===== src/rtl/ram_arb_pkg.sv =====
// Shared types and constants for the instruction/data RAM arbiter.
// Optional feature macro: RAM_ARB_RR_EN (round-robin arbitration, see ram_arb_pick).
package ram_arb_pkg;

  localparam int unsigned ADDR_W_DEF = 12;
  localparam int unsigned DATA_W_DEF = 16;
  localparam int unsigned WAIT_W     = 4;

  // Which requester owns the RAM port this cycle.
  typedef enum logic [1:0] {
    SEL_NONE,
    SEL_F,
    SEL_D
  } sel_e;

  // Port that received the most recent grant (round-robin history).
  typedef enum logic {
    WIN_D,
    WIN_F
  } win_e;

endpackage


===== src/rtl/ram_arb_pick.sv =====
// Combinational grant selection between the fetch and data ports.
// Default build: data has priority, fetch wins once it has waited MAX_WAIT cycles.
// With RAM_ARB_RR_EN defined: conflicts go to the port that did not win last.
module ram_arb_pick
  import ram_arb_pkg::*;
#(
  parameter int unsigned MAX_WAIT = 4
) (
  input  logic              f_req,
  input  logic              d_req,
  input  logic [WAIT_W-1:0] wait_cnt,
  input  win_e              last_winner,
  output sel_e              sel
);

`ifdef RAM_ARB_RR_EN

  // Starvation counter and MAX_WAIT play no part in round-robin selection.
  logic unused_rr;
  assign unused_rr = ^{wait_cnt, WAIT_W'(MAX_WAIT)};

  // Round-robin: a lone requester wins; on conflict alternate from last winner.
  always_comb begin
    sel = SEL_NONE;
    if (f_req && d_req) begin
      sel = (last_winner == WIN_F) ? SEL_D : SEL_F;
    end else if (f_req) begin
      sel = SEL_F;
    end else if (d_req) begin
      sel = SEL_D;
    end
  end

`else

  // Winner history is only meaningful in round-robin mode.
  logic unused_prio;
  assign unused_prio = last_winner;

  // Data priority, overridden when fetch has been starved for MAX_WAIT cycles.
  always_comb begin
    sel = SEL_NONE;
    if (f_req && (!d_req || (wait_cnt == WAIT_W'(MAX_WAIT)))) begin
      sel = SEL_F;
    end else if (d_req) begin
      sel = SEL_D;
    end
  end

`endif

endmodule


===== src/rtl/ram_arbiter.sv =====
// Shares one single-port RAM between the fetch (read-only) and data
// (read/write) requesters, returning read data with one cycle of latency and
// holding each port's last read data until its next read.
// Optional feature macro: RAM_ARB_RR_EN (handled inside ram_arb_pick).
module ram_arbiter
  import ram_arb_pkg::*;
#(
  parameter int unsigned ADDR_W   = ADDR_W_DEF,
  parameter int unsigned DATA_W   = DATA_W_DEF,
  parameter int unsigned MAX_WAIT = 4
) (
  input  logic              clk,
  input  logic              rst,
  input  logic              f_req,
  input  logic [ADDR_W-1:0] f_addr,
  output logic              f_gnt,
  output logic              f_rvalid,
  output logic [DATA_W-1:0] f_rdata,
  input  logic              d_req,
  input  logic              d_we,
  input  logic [ADDR_W-1:0] d_addr,
  input  logic [DATA_W-1:0] d_wdata,
  output logic              d_gnt,
  output logic              d_rvalid,
  output logic [DATA_W-1:0] d_rdata,
  output logic [ADDR_W-1:0] ram_addr,
  output logic [DATA_W-1:0] ram_data,
  output logic              ram_wren,
  input  logic [DATA_W-1:0] ram_q
);

  logic [WAIT_W-1:0] wait_cnt_q, wait_cnt_d;
  win_e              last_winner_q, last_winner_d;
  logic              f_pend_q, f_pend_d;
  logic              d_pend_q, d_pend_d;
  logic [DATA_W-1:0] f_hold_q, f_hold_d;
  logic [DATA_W-1:0] d_hold_q, d_hold_d;
  sel_e              sel;

  ram_arb_pick #(
    .MAX_WAIT (MAX_WAIT)
  ) u_pick (
    .f_req       (f_req),
    .d_req       (d_req),
    .wait_cnt    (wait_cnt_q),
    .last_winner (last_winner_q),
    .sel         (sel)
  );

  // Grants and RAM drive; reset suppresses grants and hence writes.
  always_comb begin
    f_gnt    = !rst && (sel == SEL_F);
    d_gnt    = !rst && (sel == SEL_D);
    ram_addr = d_gnt ? d_addr : f_addr;
    ram_data = d_wdata;
    ram_wren = d_gnt && d_we;
  end

  // Read return: rvalid/rdata are forced to reset values while rst is high,
  // so a read granted just before reset never surfaces.
  always_comb begin
    f_rvalid = f_pend_q && !rst;
    d_rvalid = d_pend_q && !rst;
    f_rdata  = '0;
    d_rdata  = '0;
    if (!rst) begin
      f_rdata = f_pend_q ? ram_q : f_hold_q;
      d_rdata = d_pend_q ? ram_q : d_hold_q;
    end
  end

  // Next-state: starvation counter, winner history, pend flags, hold registers.
  always_comb begin
    wait_cnt_d = '0;
    if (f_req && !f_gnt) begin
      wait_cnt_d = (wait_cnt_q == WAIT_W'(MAX_WAIT)) ? wait_cnt_q
                                                     : wait_cnt_q + WAIT_W'(1);
    end

    last_winner_d = last_winner_q;
    if (f_gnt) begin
      last_winner_d = WIN_F;
    end else if (d_gnt) begin
      last_winner_d = WIN_D;
    end

    f_pend_d = f_gnt;
    d_pend_d = d_gnt && !d_we;
    f_hold_d = f_pend_q ? ram_q : f_hold_q;
    d_hold_d = d_pend_q ? ram_q : d_hold_q;
  end

  // State registers with synchronous active-high reset.
  always_ff @(posedge clk) begin
    if (rst) begin
      wait_cnt_q    <= '0;
      last_winner_q <= WIN_D;
      f_pend_q      <= 1'b0;
      d_pend_q      <= 1'b0;
      f_hold_q      <= '0;
      d_hold_q      <= '0;
    end else begin
      wait_cnt_q    <= wait_cnt_d;
      last_winner_q <= last_winner_d;
      f_pend_q      <= f_pend_d;
      d_pend_q      <= d_pend_d;
      f_hold_q      <= f_hold_d;
      d_hold_q      <= d_hold_d;
    end
  end

endmodule


===== config.mk =====
export PLATFORM = sky130hd
export DESIGN_NAME = ram_arbiter
export DESIGN_NICKNAME = d
export VERILOG_FILES = /design/src/rtl/ram_arb_pkg.sv /design/src/rtl/ram_arb_pick.sv /design/src/rtl/ram_arbiter.sv
export SDC_FILE = /design/constraint.sdc
export NUM_CORES = 1
export LEC_CHECK = 0
export ABC_AREA = 1
export ABC_CLOCK_PERIOD_IN_PS = 1930
export BUFFER_PORTS_ARGS = -buffer_cell sky130_fd_sc_hd__buf_2
export CAP_MARGIN = 0
export CORE_MARGIN = 1.5
export CORE_UTILIZATION = 41
export DETAILED_ROUTE_END_ITERATION = 7
export PLACE_DENSITY = 0.8
export SLEW_MARGIN = 5
export SYNTH_ARGS = -nofsm -noshare
export SYNTH_HDL_FRONTEND = slang
export SYNTH_HIERARCHICAL = 1
export SYNTH_SLANG_ARGS = --single-unit

===== constraint.sdc =====
create_clock -name clk -period 1.93 [get_ports clk]
set_input_delay 0.193 -clock clk [delete_from_list [all_inputs] [get_ports clk]]
set_output_delay 0.193 -clock clk [all_outputs]
set_load 0.1 [all_outputs]

==> flow_summary.yaml, run 1 <==
placed_design:
  gp_congestion: 0.766
  numPortBuffers: 93
  dp_cells: 379
  post_dp_cell_area_um2: 2970
  pre_cts_slack_ns: 0.143
  dp_hpwl_mm: 3.70
floorplanning:
  die-area_um2: 4670
  die_w_um: 68.3
  core.rowCount: 23
  io_pins: 126
  start_util_pct: 43.1
  fp.dieH_um: 68.3
  core_um2: 4060
sta:
  fin_ws_ns: 0.0174
  drv_slew: 0
  whs_ns: 0.0909
  final.min_clock_period_ns: 1.91
  finalSetupViolCount: 0
  min_period_over_period_pct: 99.1
  tightest_slew_ns: 0.483
  slew_headroom_pct: 68.0
  fmax_mhz: 523
  skew_ns: 0.00195
  hold_viol_final: 0
  rsz0062_at_grt: "true"
pwr:
  p_leak_nw: 1.51
  power_density_nw_per_um2: 708
  combPwrFrac_pct: 37.5
  p_clk_share_pct: 26.8
  p_seq_share_pct: 35.7
  peakVddDrop_mv: 0.343
  internal_power_mw: 1.46
  p_sw_uw: 849
  p_sw_share_pct: 36.8
worst_hold_path:
  worst_hold_path_type: "in2reg"
  whs_path_depth: 2
yosys:
  yosysWarnings: 6
  synth_area_um2: 1750
  syn_nets: 319
  syn_inst: 256
  synth_area_per_cell_um2: 6.83
detailed_routing:
  wl_mm: 5.45
  drtAntennaViolNets: 0
  drt-initial-drc-count: 86
  remaining_drc_errors: 0
  detail_route.first_pass.iterations: 4
  wl_per_cell_um: 13.8
  vias: 1961
  viasPerCell: 4.95
finish:
  post-route-util_pct: 80.4
  n_antenna_cell: 0
  area_growth_pct: 86.5
  nets: 408
  fin_cells: 396
  finish.instance_area_um2: 3260
  nFillCells: 244
  drive_gt1_share_pct: 56.1
run_status:
  status: "finished clean"
critical_path:
  cp-end-kind: "output pin"
  rrSetupSlack_ns: 0.65
  worstPathMaxFanout: 5
  critPathLaunchType: "flop"
  cp-endpoint: "ram_addr[9]"
  arrival_ns: 1.72
  cp.required_ns: 1.74
  r2r_end: "wait_cnt_q[1]$_SDFFE_PP0P_"
  crit_start: "wait_cnt_q[3]$_SDFFE_PP0P_"
  criticalPathCategory: "reg2out"
  reg2regPathDepth: 9
  r2r_start: "wait_cnt_q[3]$_SDFFE_PP0P_"
clock_network:
  path_clk_slew_ns: 0.07
  numCtsBuffers: 5
  postCtsHoldBufs: 0
  cts_tree: "yes"
  htree_levels: 2
  clock_path_buffers: 2
  clk_latency_ns: 0.28
  cts_root_buf: "clkbuf_8"
  clock_sinks: 38
run:
  cap_violations: 0
grt:
  grt_pass1_wl_mm: 7.60
  grt_overflow_total: 0
  grt_pass1_vias: 1722
  antenna_found_initial: 0
  grtUsageTotal_pct: 21.9
  grt_max_degree: 22
-- per-stage QoR --
stage	setup TNS, ns	power, mW
CTS	0	2.30
floorplan	-0.154	1.52
detailed placement	0	1.67
finish	0	2.31
global route	-0.498	2.39
global placement	0	1.66
-- worst max-delay path: stages (launching register included) --
cell and delay, ns:
dfxtp_2 0.32, buf_4 0.14, nor2_2 0.11, nand2_2 0.05
a21boi_2 0.12, inv_2 0.10, nand3_4 0.17, nand2_1 0.13
nand2_4 0.10, buf_12 0.17
-- cell usage in the layout (no fill, tap or decap), types with 2 or more instances in the layout --
master and count:
buf_12 45, buf_2 45, buf_4 9, buf_6 2, clkbuf_4 3, clkbuf_8 8, dfxtp_1 34, dfxtp_2 3
ha_1 2, inv_1 15, inv_2 4, nand2_1 25, nand2_2 18, nand2_4 9, nand3_1 2, nand3_4 2
nor2_1 41, nor2_2 39, o21ai_0 32
-- state kept, by name (all words and copies together), names as in the netlist --
signal / cells
d_hold_q: 16
d_pend_q: 1
f_pend_q: 1
f_hold_q: 16
wait_cnt_q: 4
-- metal layers --
layer / vias up / track usage [%] / wire length [um]
met4: 0 / 6.25 / 85
met2: 87 / 39.4 / 3030
met3: 10 / 6.25 / 402
met1: 911 / 25.1 / 1930
li1: 953 / - / -
met5: - / 0 / 0
-- worst min path at each step --
stage | endpoint | slack, ns | from
CTS | d_pend_q$_SDFF_PP0_ | 0.07 | d_we
floorplan | d_pend_q$_SDFF_PP0_ | 0.27 | d_we
global placement | d_pend_q$_SDFF_PP0_ | 0.37 | d_we
finish | d_pend_q$_SDFF_PP0_ | 0.09 | d_we
global route | d_pend_q$_SDFF_PP0_ | 0.07 | d_we
detailed placement | d_pend_q$_SDFF_PP0_ | 0.38 | d_we
-- area by class of cell --
cell class | instances | area [um^2] | share of cell area [%]
timing repair buffer | 104 | 1240 | 38.0
multi-input combinational | 175 | 991 | 30.4
sequential | 38 | 768 | 23.6
clock buffer | 8 | 110 | 3.38
inverter | 20 | 82.6 | 2.53
tap | 50 | 62.6 | 1.92
timing repair inverter | 1 | 8.76 | 0.269
-- power by group through the flow --
stage / Sequential (mW) / Combinational, mW / Clock (mW)
after CTS: 0.825 / 0.839 / 0.638
after detailed placement: 0.842 / 0.827 / 0
after floorplan: 0.842 / 0.676 / 0
final: 0.825 / 0.866 / 0.619
after global placement: 0.841 / 0.816 / 0
after global routing: 0.827 / 0.898 / 0.667
-- repair_timing --
item,4_1_cts,5_1_grt
resized for setup,7,33
setup endpoints to repair,13,17
buffers inserted,2,4
pin swaps,2,4
cloned,3,0
(Power assumes the default switching activity.)
==> run 2: changes to the inputs <==
--- a/config.mk
+++ b/config.mk
@@ -10,9 +10,10 @@
 export BUFFER_PORTS_ARGS = -buffer_cell sky130_fd_sc_hd__buf_2
 export CAP_MARGIN = 0
 export CORE_MARGIN = 1.5
-export CORE_UTILIZATION = 41
+export CORE_UTILIZATION = 42
+export CTS_BUF_LIST = sky130_fd_sc_hd__clkbuf_8
 export DETAILED_ROUTE_END_ITERATION = 7
-export PLACE_DENSITY = 0.8
+export PLACE_DENSITY = 0.82
 export SLEW_MARGIN = 5
 export SYNTH_ARGS = -nofsm -noshare
 export SYNTH_HDL_FRONTEND = slang
==> run 2 against run 1 <==
The flow now finishes with violations (negative setup slack). Wire length is 2.5% lower. First-iteration DRC count is 27% lower. Final cell count is 1.0% lower. Core utilization is 3.0 points lower. Non-clock buffer count is 2 lower. Hold slack better by 0.013 ns. Combinational power is 5.0% lower. Count of clock-buffer cells in the layout is 2 lower.
==> flow_summary.yaml, run 2 (synthesized netlist as in run 1, its figures left out) <==
clock_network:
  htree_levels: 2
  cts_tree: "yes"
  clock_sinks: 38
  path_clk_slew_ns: 0.07
  numCtsBuffers: 5
  clk_latency_ns: 0.29
  cts_root_buf: "clkbuf_8"
  clock_path_buffers: 2
placed_design:
  post_dp_cell_area_um2: 2790
  gp_congestion: 0.726
  dp_cells: 379
  dp_hpwl_mm: 3.65
  numPortBuffers: 93
critical_path:
  arrival_ns: 1.74
  cp.required_ns: 1.74
  critPathLaunchType: "flop"
  crit_family: "simple AND/OR/NAND/NOR gates"
  cp_common_cell: "nand2_4"
  criticalPathCategory: "reg2out"
  critPathMaxStageDelay_ns: 0.39
  rrSetupSlack_ns: 0.64
  slowest_stage: "dfxtp_4"
  worstPathMaxFanout: 8
  crit_start: "wait_cnt_q[0]$_SDFFE_PP0P_"
  r2r_start: "wait_cnt_q[0]$_SDFFE_PP0P_"
  cp-end-kind: "output pin"
  critPathBufInv: 3
  crit_chain: "inv_2 > nand2_1 > nor2_1 > a21oi_2 > nand3_4 > buf_8 > nand2_4 > nand2_4 > buf_12"
grt:
  grt_overflow_total: 0
  grtUsageTotal_pct: 22.7
  grt_max_degree: 27
  grt_pass1_wl_mm: 7.85
  grt_pass1_vias: 1779
  antenna_found_initial: 0
finish:
  finish.instance_area_um2: 3090
  fin_cells: 392
  n_antenna_cell: 0
  final_cell_mix: "buf_2 (60), nor2_1 (45), nor2_2 (35), dfxtp_1 (34), buf_12 (33)"
  area_growth_pct: 76.9
  post-route-util_pct: 77.4
  drive_gt1_share_pct: 54.7
  layout_commonest_cell: "buf_2"
  reg_top3: "d_hold_q x16, f_hold_q x16, wait_cnt_q x4"
  nets: 404
detailed_routing:
  wl_mm: 5.31
  detail_route.first_pass.iterations: 4
  drt-initial-drc-count: 63
  drtAntennaViolNets: 0
  wl_per_cell_um: 13.6
  remaining_drc_errors: 0
  viasPerCell: 4.83
  vias: 1892
sta:
  skew_ns: 0.00647
  fin_ws_ns: -0.00793
  finalSetupViolCount: 7
  fin_setup_tns_ns: -0.0243
  tightest_slew_ns: 0.491
  drv_slew: 0
  slew_headroom_pct: 67.5
  final.min_clock_period_ns: 1.94
  min_period_over_period_pct: 100
  fmax_mhz: 516
  hold_viol_final: 0
  rsz0062_at_grt: "true"
floorplanning:
  io_pins: 126
  start_util_pct: 43.7
  die-area_um2: 4560
  core.rowCount: 23
  die_w_um: 67.5
  fp.dieH_um: 67.5
  core_um2: 4000
pwr:
  p_leak_nw: 1.49
  p_total_mw: 2.47
  peakVddDrop_mv: 0.410
  power_density_nw_per_um2: 800
run_status:
  status: "finished, violations left"
  violations: "negative setup slack"
worst_hold_path:
  min_from: "d_we"
  worst_hold_path_type: "in2reg"
run:
  cap_violations: 0
run 2: power by group:
group	total [mW]	internal [mW]	leakage (nW)	switching [mW]
logic	0.823	0.253	1.10	0.571
clock network	0.829	0.551	0.0714	0.278
registers	0.822	0.811	0.312	0.0113
total	2.47	1.61	1.49	0.860
run 2: layout make-up:
cell class                      instances  area [um^2]
Timing Repair Buffer                  102         1040
Multi-Input combinational cell        173          981
Fill cell                             280          906
Sequential cell                        38          776
Clock buffer                            6         82.6
Inverter                               20         82.6
Tap cell                               50         62.6
Clock inverter                          2         60.1
Timing Repair inverter                  1         6.26
run 2: metrics by stage:
stage	hold WS (ns)	setup slack (ns)
5_1_grt	0.110	-0.104
4_1_cts	0.0991	0.0115
3_5_place_dp	0.387	0.177
3_3_place_gp	0.387	0.257
2_1_floorplan	0.265	-0.154
6_report	0.104	-0.00793
run 2: layer usage:
metal	GRT usage, %	vias up	share of wire (%)
met5	0	-	0
met4	7.14	0	1.7
met3	5.67	10	8.3
met2	43.0	82	52
met1	24.4	860	38
li1	-	940	-
run 2: final timing paths:
check	cells past startpoint	to
max reg2reg	7	d_pend_q$_SDFF_PP0_
max	9	ram_addr[4]
min	2	d_pend_q$_SDFF_PP0_
min reg2reg	2	d_hold_q[6]$_DFF_P_
run 2: timing repair:
action	in CTS	in global routing
setup endpoints to repair	14	15
buffers inserted	3	1
hold buffers	0	0
gates cloned	1	1
pin swaps	4	13
resized for setup	25	20
